### src/rtl/uart_pkg.sv
// Shared UART definitions: receive-side FSM states and default operand framing constants.
package uart_pkg;

    localparam int UART_DATA_W      = 8;
    localparam int UART_OP_BYTES    = 4;
    localparam int UART_TIMEOUT_CYC = 100000;

    typedef enum logic [1:0] {
        IDLE    = 2'd0,
        COLLECT = 2'd1,
        HOLD    = 2'd2
    } uart_rx_state_e;

endpackage

### src/rtl/uart_interbyte_timer.sv
// Inter-byte gap counter: counts enabled cycles and flags when the gap reaches TIMEOUT_CYC-1.
module uart_interbyte_timer
    import uart_pkg::*;
#(
    parameter int TIMEOUT_CYC = UART_TIMEOUT_CYC
) (
    input  logic i_clk,
    input  logic i_rst,
    input  logic i_clr,
    input  logic i_en,
    output logic o_hit
);

    localparam int TW = $clog2(TIMEOUT_CYC);
    localparam logic [TW-1:0] LAST = TW'(TIMEOUT_CYC - 1);

    logic [TW-1:0] cnt_q;

    // A clear on the threshold cycle suppresses the hit, so a late byte still wins.
    assign o_hit = i_en && !i_clr && (cnt_q == LAST);

    always_ff @(posedge i_clk) begin
        if (i_rst || i_clr || o_hit) begin
            cnt_q <= '0;
        end else if (i_en) begin
            cnt_q <= cnt_q + TW'(1);
        end
    end

endmodule

### src/rtl/uart_rx_word_assembler.sv
// Assembles BYTES consecutive UART bytes into one operand word, holding it until the consumer clears it.
module uart_rx_word_assembler
    import uart_pkg::*;
#(
    parameter int DATA_W      = UART_DATA_W,
    parameter int BYTES       = UART_OP_BYTES,
    parameter bit LSB_FIRST   = 1'b1,
    parameter int TIMEOUT_CYC = UART_TIMEOUT_CYC
) (
    input  logic                       i_clk,
    input  logic                       i_rst,
    input  logic                       i_rx_valid,
    input  logic [DATA_W-1:0]          i_rx_data,
    input  logic                       i_rx_frame_err,
    input  logic                       i_clear,
    output logic [BYTES*DATA_W-1:0]    o_word,
    output logic                       o_word_valid,
    output logic [$clog2(BYTES+1)-1:0] o_byte_cnt,
    output logic                       o_timeout_err,
    output logic                       o_frame_err,
    output logic                       o_overrun
);

    localparam int WORD_W = BYTES * DATA_W;
    localparam int CNT_W  = $clog2(BYTES + 1);
    localparam int IDX_W  = (WORD_W > 1) ? $clog2(WORD_W) : 1;

    function automatic int slot_lsb(input int k);
        return LSB_FIRST ? (k * DATA_W) : ((BYTES - 1 - k) * DATA_W);
    endfunction

    uart_rx_state_e      state_q, state_d;
    logic [CNT_W-1:0]    cnt_q, cnt_d, slot;
    logic [WORD_W-1:0]   asm_q, asm_ins, word_q;
    logic [IDX_W-1:0]    ins_lsb;
    logic                valid_q, valid_d;
    logic                frame_d, timeout_d, overrun_d;
    logic                frame_q, timeout_q, overrun_q;
    logic                accept, last, load_word, clear_hold;
    logic                good, bad, tmr_hit, tmr_clr, tmr_en;

    assign good = i_rx_valid && !i_rx_frame_err;
    assign bad  = i_rx_valid &&  i_rx_frame_err;

    assign tmr_en  = (state_q == COLLECT);
    assign tmr_clr = (state_q != COLLECT) || i_rx_valid;

    uart_interbyte_timer #(
        .TIMEOUT_CYC (TIMEOUT_CYC)
    ) u_timer (
        .i_clk (i_clk),
        .i_rst (i_rst),
        .i_clr (tmr_clr),
        .i_en  (tmr_en),
        .o_hit (tmr_hit)
    );

    always_ff @(posedge i_clk) begin
        if (i_rst) begin
            state_q <= IDLE;
        end else begin
            state_q <= state_d;
        end
    end

    always_comb begin
        state_d = state_q;
        case (state_q)
            IDLE: begin
                if (good) state_d = (BYTES == 1) ? HOLD : COLLECT;
            end
            COLLECT: begin
                if (good) begin
                    state_d = (int'(cnt_q) + 1 == BYTES) ? HOLD : COLLECT;
                end else if (bad || tmr_hit) begin
                    state_d = IDLE;
                end
            end
            HOLD: begin
                // A clear releases the hold; a byte on the same cycle restarts collection.
                if (i_clear) begin
                    if (good) state_d = (BYTES == 1) ? HOLD : COLLECT;
                    else      state_d = IDLE;
                end
            end
            default: state_d = IDLE;
        endcase
    end

    always_comb begin
        accept     = 1'b0;
        slot       = '0;
        frame_d    = 1'b0;
        timeout_d  = 1'b0;
        overrun_d  = 1'b0;
        clear_hold = 1'b0;
        case (state_q)
            IDLE: begin
                accept  = good;
                frame_d = bad;
            end
            COLLECT: begin
                accept    = good;
                slot      = cnt_q;
                frame_d   = bad;
                timeout_d = !i_rx_valid && tmr_hit;
            end
            HOLD: begin
                if (i_clear) begin
                    clear_hold = 1'b1;
                    accept     = good;
                    frame_d    = bad;
                end else begin
                    overrun_d  = i_rx_valid;
                end
            end
            default: ;
        endcase

        last      = (int'(slot) + 1 == BYTES);
        load_word = accept && last;

        if (accept) begin
            cnt_d = last ? '0 : slot + CNT_W'(1);
        end else if (state_q == COLLECT && !frame_d && !timeout_d) begin
            cnt_d = cnt_q;
        end else begin
            cnt_d = '0;
        end

        // Byte 0 starts from a clean word so no stale slots leak into it.
        ins_lsb = IDX_W'(slot_lsb(int'(slot)));
        asm_ins = (slot == '0) ? '0 : asm_q;
        asm_ins[ins_lsb +: DATA_W] = i_rx_data;

        if (load_word)       valid_d = 1'b1;
        else if (clear_hold) valid_d = 1'b0;
        else                 valid_d = valid_q;
    end

    always_ff @(posedge i_clk) begin
        if (i_rst) begin
            cnt_q     <= '0;
            asm_q     <= '0;
            word_q    <= '0;
            valid_q   <= 1'b0;
            frame_q   <= 1'b0;
            timeout_q <= 1'b0;
            overrun_q <= 1'b0;
        end else begin
            cnt_q     <= cnt_d;
            valid_q   <= valid_d;
            frame_q   <= frame_d;
            timeout_q <= timeout_d;
            overrun_q <= overrun_d;
            if (accept)    asm_q  <= asm_ins;
            if (load_word) word_q <= asm_ins;
        end
    end

    assign o_word        = word_q;
    assign o_word_valid  = valid_q;
    assign o_byte_cnt    = cnt_q;
    assign o_timeout_err = timeout_q;
    assign o_frame_err   = frame_q;
    assign o_overrun     = overrun_q;

endmodule
### config.mk
export PLATFORM = sky130hd
export DESIGN_NAME = uart_rx_word_assembler
export DESIGN_NICKNAME = d
export VERILOG_FILES = /design/src/rtl/uart_pkg.sv /design/src/rtl/uart_interbyte_timer.sv /design/src/rtl/uart_rx_word_assembler.sv
export SDC_FILE = /design/constraint.sdc
export NUM_CORES = 1
export LEC_CHECK = 0
export CORE_ASPECT_RATIO = 1.25
export CORE_UTILIZATION = 59
export CTS_CLUSTER_DIAMETER = 150
export DETAILED_ROUTE_END_ITERATION = 7
export PLACE_DENSITY = 0.84
export SYNTH_ARGS = -nofsm -noshare
export SYNTH_HDL_FRONTEND = slang
export SYNTH_SLANG_ARGS = --single-unit
### constraint.sdc
create_clock -name i_clk -period 4.5 [get_ports i_clk]
set_input_delay 0.45 -clock i_clk [delete_from_list [all_inputs] [get_ports i_clk]]
set_output_delay 0.45 -clock i_clk [all_outputs]
set_load 0.01 [all_outputs]
Word-level counts from Yosys, hierarchy flattened. Cells that the tools add are included.

Register bits after elaboration: 90. Input bits: 13. Output and inout bits: 39. Logic and storage cells: 72.

Add/sub/neg operators: 5. Equal/unequal tests: 10. Shift operators: 2. Mux-type cells: 22. Bitwise gates (word level): 1. Reductions and logical operators: 23.

Operators with widths (count): 32-bit bitwise mux (1); 32-bit 2-to-1 mux (1); 8-bit by 7-bit variable shift with 32-bit output (first input constant) (1); 8-bit by 7-bit variable part select with 32-bit output (1); 17-bit by 1-bit adder with 17-bit output (second input constant) (1); 17-bit == test (second input constant) (1); 3-bit 2-to-1 mux (4); 2-bit 2-to-1 mux (5); 3-bit by 1-bit adder with 4-bit output (second input constant) (2); 4-bit by 3-bit == test with 1-bit output (second input constant) (2); 1-bit logical AND (8); 1-bit 2-to-1 mux (8); 5-bit negator with 7-bit output (1); 2-bit inequality test (second input constant) (3); 2-bit case mux with 3 select lines (1); 1-bit logical NOT (5); 1-bit logical OR (4); 1-bit case mux with 2 select lines (2); 3-bit by 1-bit adder with 3-bit output (second input constant) (1); 3-bit logical NOT (1); 3-bit inequality test (second input constant) (1); 3-bit AND reduction (1); 3-bit OR reduction (1); 2-bit by 1-bit == test with 1-bit output (second input constant) (1); other kinds (6) (6).

Longest topological paths before layout.
Depth in word-level cells: 11. Depth in mapped cells: 11. Mapped depth without buffers: 7.

Modules after synthesis. From an unflattened synthesis, not the netlist that was laid out.

Cells, all modules: 454. Area, all modules: 4151.5 sq um.

By module, submodules not included: uart_rx_word_assembler (times used 1, cells each 362, area each 3328.2 sq um); uart_interbyte_timer (times used 1, cells each 92, area each 823.3 sq um).

Least setup slack after synthesis. No wires, ideal clock.

Path kind: reg-to-reg. From: register state_q[0]. To: register word_q[22] (netlist: o_word[22]). Library setup time: 0.132 ns. Data arrival time: 2.174 ns. Slack: 2.194 ns. Cell stages (with the launch flop): 12. Clock period less this slack: 2.306 ns. Cell sequence: dfxtp_1 buf_4 nor2b_1 buf_4 nand2_1 ha_1 nor2b_1 and3_1 clkbuf_1 buf_2 a221oi_1 nor3_1.

Cells in the longest elaborated chain, start to end: 5. Elaborated cells on any way between the ends: 15. Classes of those cells: add/sub (2); eq/ne (3); shift (2); mux (4); reduce/logical (4).

RTL lines: start, declared (line uart_rx_word_assembler.sv:32) `uart_rx_state_e state_q, state_d;`; start signal, assigned (line uart_rx_word_assembler.sv:62) `state_q <= state_d;`; 2-bit by 1-bit == test with 1-bit output (line uart_rx_word_assembler.sv:97) `case (state_q)`; 3-bit 2-to-1 mux (line uart_rx_word_assembler.sv:97); 5-bit negator with 7-bit output, or another cell as far along (line uart_rx_word_assembler.sv:134) `asm_ins[ins_lsb +: DATA_W] = i_rx_data;`; 8-bit by 7-bit variable part select with 32-bit output, or another cell as far along (line uart_rx_word_assembler.sv:134); 32-bit bitwise mux / 1-bit logical AND (equally long branches) (line uart_rx_word_assembler.sv:134, uart_rx_word_assembler.sv:121); end signal, assigned (line uart_rx_word_assembler.sv:157) `if (load_word) word_q <= asm_ins;`; end, declared (line uart_rx_word_assembler.sv:34) `logic [WORD_W-1:0] asm_q, asm_ins, word_q;`.

Several ways; a longest one is shown, not always the timed one. A chain may end at the register's enable or synchronous reset.

Worst setup path after layout.
From: register state_q[0]. To: register word_q[24] (netlist: o_word[24]).

Same word-level chain as after synthesis.

==> results by group <==
Logic synthesis
  – Combined area of all synthesized cells: 4000 um2
  – Count of state elements after synthesis: 90
  – Leading cell types by count after synthesis: 90 x sky130_fd_sc_hd__dfxtp_1, 79 x sky130_fd_sc_hd__nor2_1, 66 x sky130_fd_sc_hd__nor3_1, 62 x sky130_fd_sc_hd__a221oi_1, 19 x sky130_fd_sc_hd__clkbuf_1
  – Ys flop type: sky130_fd_sc_hd__dfxtp_1
  – Async set-reset flop share out of synthesis: 0%
  – Yosys warning total: 0
  – Synthesized instance count: 453
  – Yosys cell types: 50
  – Library cell with the largest summed area after synthesis: sky130_fd_sc_hd__dfxtp_1
  – Synthesized Nets: 473
  – Mean Syn Cell Area: 8.82 um2
  – Dominant cell by count in the synthesized netlist: sky130_fd_sc_hd__dfxtp_1
  – Area share of the leading cell type in the synthesized netlist: 45.1%
  – Count of flip-flops with a built-in enable after synthesis: 0
  – Sequential element share of the synthesized area: 45.1%
  – Largest cells by area after synthesis: sky130_fd_sc_hd__dfxtp_1 45%, sky130_fd_sc_hd__a221oi_1 14%, sky130_fd_sc_hd__nor3_1 8.3%

Detailed routing
  – First-pass iteration count of the detailed router: 5
  – Detailed-route DRC error count: 0
  – Detail Route Antenna Nets: 0
  – Drt first-iter violations: 245
  – Via density per instance: 6.55
  – DRT Wirelength: 9960 um
  – Routed WL per cell: 17.5 um
  – DR vias: 3727

Timing
  – Unrepaired setup endpoints after global routing: no
  – Slew at the pin closest to its max-slew limit: 1250 ps
  – Count of pins over their slew limit: 0
  – Skew final: 6.68 ps
  – Max transition margin: 16.8%
  – Setup violators final: 0
  – Total negative setup slack: 0 ps
  – Portion of the clock cycle consumed by the worst path in the final layout: 68.9%
  – Number of hold-slack violations in the final timing report: 0
  – Max Fclk: 0.322 GHz
  – Post-layout min period: 3100 ps
  – Post-route worst setup slack: 1400 ps

Min path
  – Worst hold path depth: 2
  – Worst Hold Endpoint: asm_q[30]
  – Hold Crit Start: asm_q[30]
  – Class of the worst hold path: reg -> reg

Finish
  – Share of post-route cells with drive strength above 1: 7.26%
  – Layout overhead on the synthesized area: 17.2%
  – Final standard cell count with taps included and fillers excluded: 569
  – Fill cell instance count of the final layout: 497
  – Total number of nets in the final design: 497
  – Antenna diodes: 0

Clocking
  – Clock tree from TritonCTS: done
  – Cell at the root of the clock tree: sky130_fd_sc_hd__clkbuf_8
  – H-Tree Depth: 3
  – Setup Buffers After CTS: 0
  – Cts bufs inserted: 9
  – Clk buf depth: 2
  – Clk sink count: 90
  – Clock transition time at the flip-flop clock pins of the worst setup and hold paths: 90 ps
  – Number of resized instances in the post-cts repair step: 0
  – Number of hold buffers added after CTS: 0
  – Later-pin clock latency in the skew report: 360 ps

Power and ir drop
  – Worst-case vdd ir drop: 246 uV
  – P per Cell Area: 329 nW/um2
  – Total power: 1.54 mW
  – Leak Pwr: 1.63 nW

Global routing
  – Overflow after GRT: 0
  – Global-route total usage across every layer: 28.6%
  – Antenna violations before repair: 0
  – Maximum number of pins on one net before global-route repair: 50
  – Wire length of the first global-routing pass: 15400 um
  – Number of global-route vias before repair: 3323

Die
  – Floorplan row count: 33
  – Starting density of the core: 60.9%
  – Die boundary width: 75.6 um
  – Die ar.: 7110 um2
  – Number of ports placed on the die boundary: 52
  – Core ar.: 6570 um2
  – Height of the chip: 94.0 um

Place
  – Port Buffer Count: 51
  – HPWL after detailed placement: 6440 um
  – Weighted congestion at the end of routability-driven global placement: 0.842
  – Placed Cells incl. Taps: 553
  – Pre-CTS WS: 1420 ps

Critical path
  – Crit path arrival time: 3380 ps
  – Depth of the worst register-to-register path: 7
  – Kind of capture point of the worst setup path: flip-flop
  – End of the worst register-to-register path: o_word[24]
  – Worst-case register-to-register setup slack: 1400 ps
  – Sort of element at the start of the critical path: flip-flop
  – Required time at the endpoint of the critical path: 4780 ps
  – Max FO, Critical Path: 32
  – Crit path kind: reg -> reg
  – Launch point of the worst reg-to-reg path: state_q[0]

Run status
  – Result of the run: finished clean

Job
  – Max-cap violations: 0
## flip-flops by register name, summed over array words and instances, names as in the netlist
register,flops
u_timer.cnt_q,17
o_word,32
o_overrun,1
state_q,2
o_byte_cnt,3
o_frame_err,1
o_word_valid,1
asm_q,32
o_timeout_err,1
## how the worst max path moves through the flow
stage / startpoint / end / slack, ps
2_1_floorplan: state_q[0] / o_word[22] / 2190
3_3_place_gp: state_q[0] / o_word[23] / 1580
3_5_place_dp: state_q[0] / o_word[18] / 1420
4_1_cts: state_q[0] / o_word[18] / 1400
5_1_grt: state_q[0] / o_word[13] / 1080
6_report: state_q[0] / o_word[24] / 1400
## through the flow
step	instance area [um2]	hold WS, ps	util (%)
after detailed placement	4460	470	67.9
after global routing	4680	514	71.4
after global placement	4460	460	67.9
final	4680	485	71.4
after CTS	4680	486	71.4
after floorplan	4000	449	-
## layer usage
| metal | vias up | global-route usage, % | routed length, um |
|---|---|---|---|
| li1 | 1744 | - | - |
| met5 | - | 0 | 0 |
| met1 | 1807 | 33.6 | 3960 |
| met2 | 144 | 46.6 | 5090 |
| met4 | 0 | 17.6 | 293 |
| met3 | 32 | 5.79 | 614 |
## layout by cell type, fill, tap and decap left out, types with 2 or more instances in the layout
cell type | Yosys | final
sky130_fd_sc_hd__a21o_2 | 2 | 2
sky130_fd_sc_hd__a21oi_1 | 12 | 11
sky130_fd_sc_hd__a21oi_2 | 2 | 3
sky130_fd_sc_hd__a221oi_1 | 62 | 62
sky130_fd_sc_hd__and3_1 | 4 | 4
sky130_fd_sc_hd__buf_4 | 3 | 4
sky130_fd_sc_hd__bufinv_16 | 0 | 2
sky130_fd_sc_hd__clkbuf_8 | 0 | 10
sky130_fd_sc_hd__clkdlybuf4s50_1 | 0 | 50
sky130_fd_sc_hd__clkinv_2 | 0 | 2
sky130_fd_sc_hd__dfxtp_1 | 90 | 90
sky130_fd_sc_hd__ha_1 | 7 | 7
sky130_fd_sc_hd__inv_1 | 5 | 5
sky130_fd_sc_hd__inv_6 | 0 | 2
sky130_fd_sc_hd__nand2_1 | 10 | 10
sky130_fd_sc_hd__nand2b_1 | 4 | 4
sky130_fd_sc_hd__nand3_1 | 5 | 5
sky130_fd_sc_hd__nand4_1 | 9 | 9
sky130_fd_sc_hd__nand4b_1 | 4 | 4
sky130_fd_sc_hd__nor2_1 | 79 | 79
sky130_fd_sc_hd__nor2b_1 | 4 | 4
sky130_fd_sc_hd__nor3_1 | 66 | 66
sky130_fd_sc_hd__nor4_1 | 4 | 4
sky130_fd_sc_hd__nor4b_1 | 2 | 2
sky130_fd_sc_hd__o21ai_0 | 5 | 5
sky130_fd_sc_hd__or3_1 | 2 | 2
sky130_fd_sc_hd__xnor2_1 | 7 | 7
sky130_fd_sc_hd__xor2_1 | 4 | 4
## cells by family after synthesis
family,after synthesis,synth area share [%]
flops,90,45.1
simple gates,205,26.3
compound gates,92,18.6
xor+xnor,11,2.41
buf+inv,48,5.45
fa+ha+maj,7,2.19
## power by group
part,total [mW],switching [mW],internal [mW]
sequential,0.828,0.0149,0.814
combinational,0.0914,0.0585,0.0329
clock,0.621,0.291,0.330
## layout make-up
class	count	area, um2	share of cell area, %
Multi-Input combinational cell	315	1990	42.5
Clock inverter	6	87.6	1.87
Tap cell	87	109	2.32
Timing Repair Buffer	55	536	11.4
Sequential cell	90	1800	38.5
Inverter	6	22.5	0.481
Clock buffer	10	138	2.94
## worst max-delay path, cell delays in order (launching register included)
cell                       delay (ps)
sky130_fd_sc_hd__dfxtp_1          540
sky130_fd_sc_hd__nor2b_1          470
sky130_fd_sc_hd__nand2_1          220
sky130_fd_sc_hd__inv_1            160
sky130_fd_sc_hd__ha_1             260
sky130_fd_sc_hd__o2111a_1        1050
sky130_fd_sc_hd__nor2_1           120
sky130_fd_sc_hd__nor3_1           190
No activity file was read; power rests on OpenSTA's default activity.
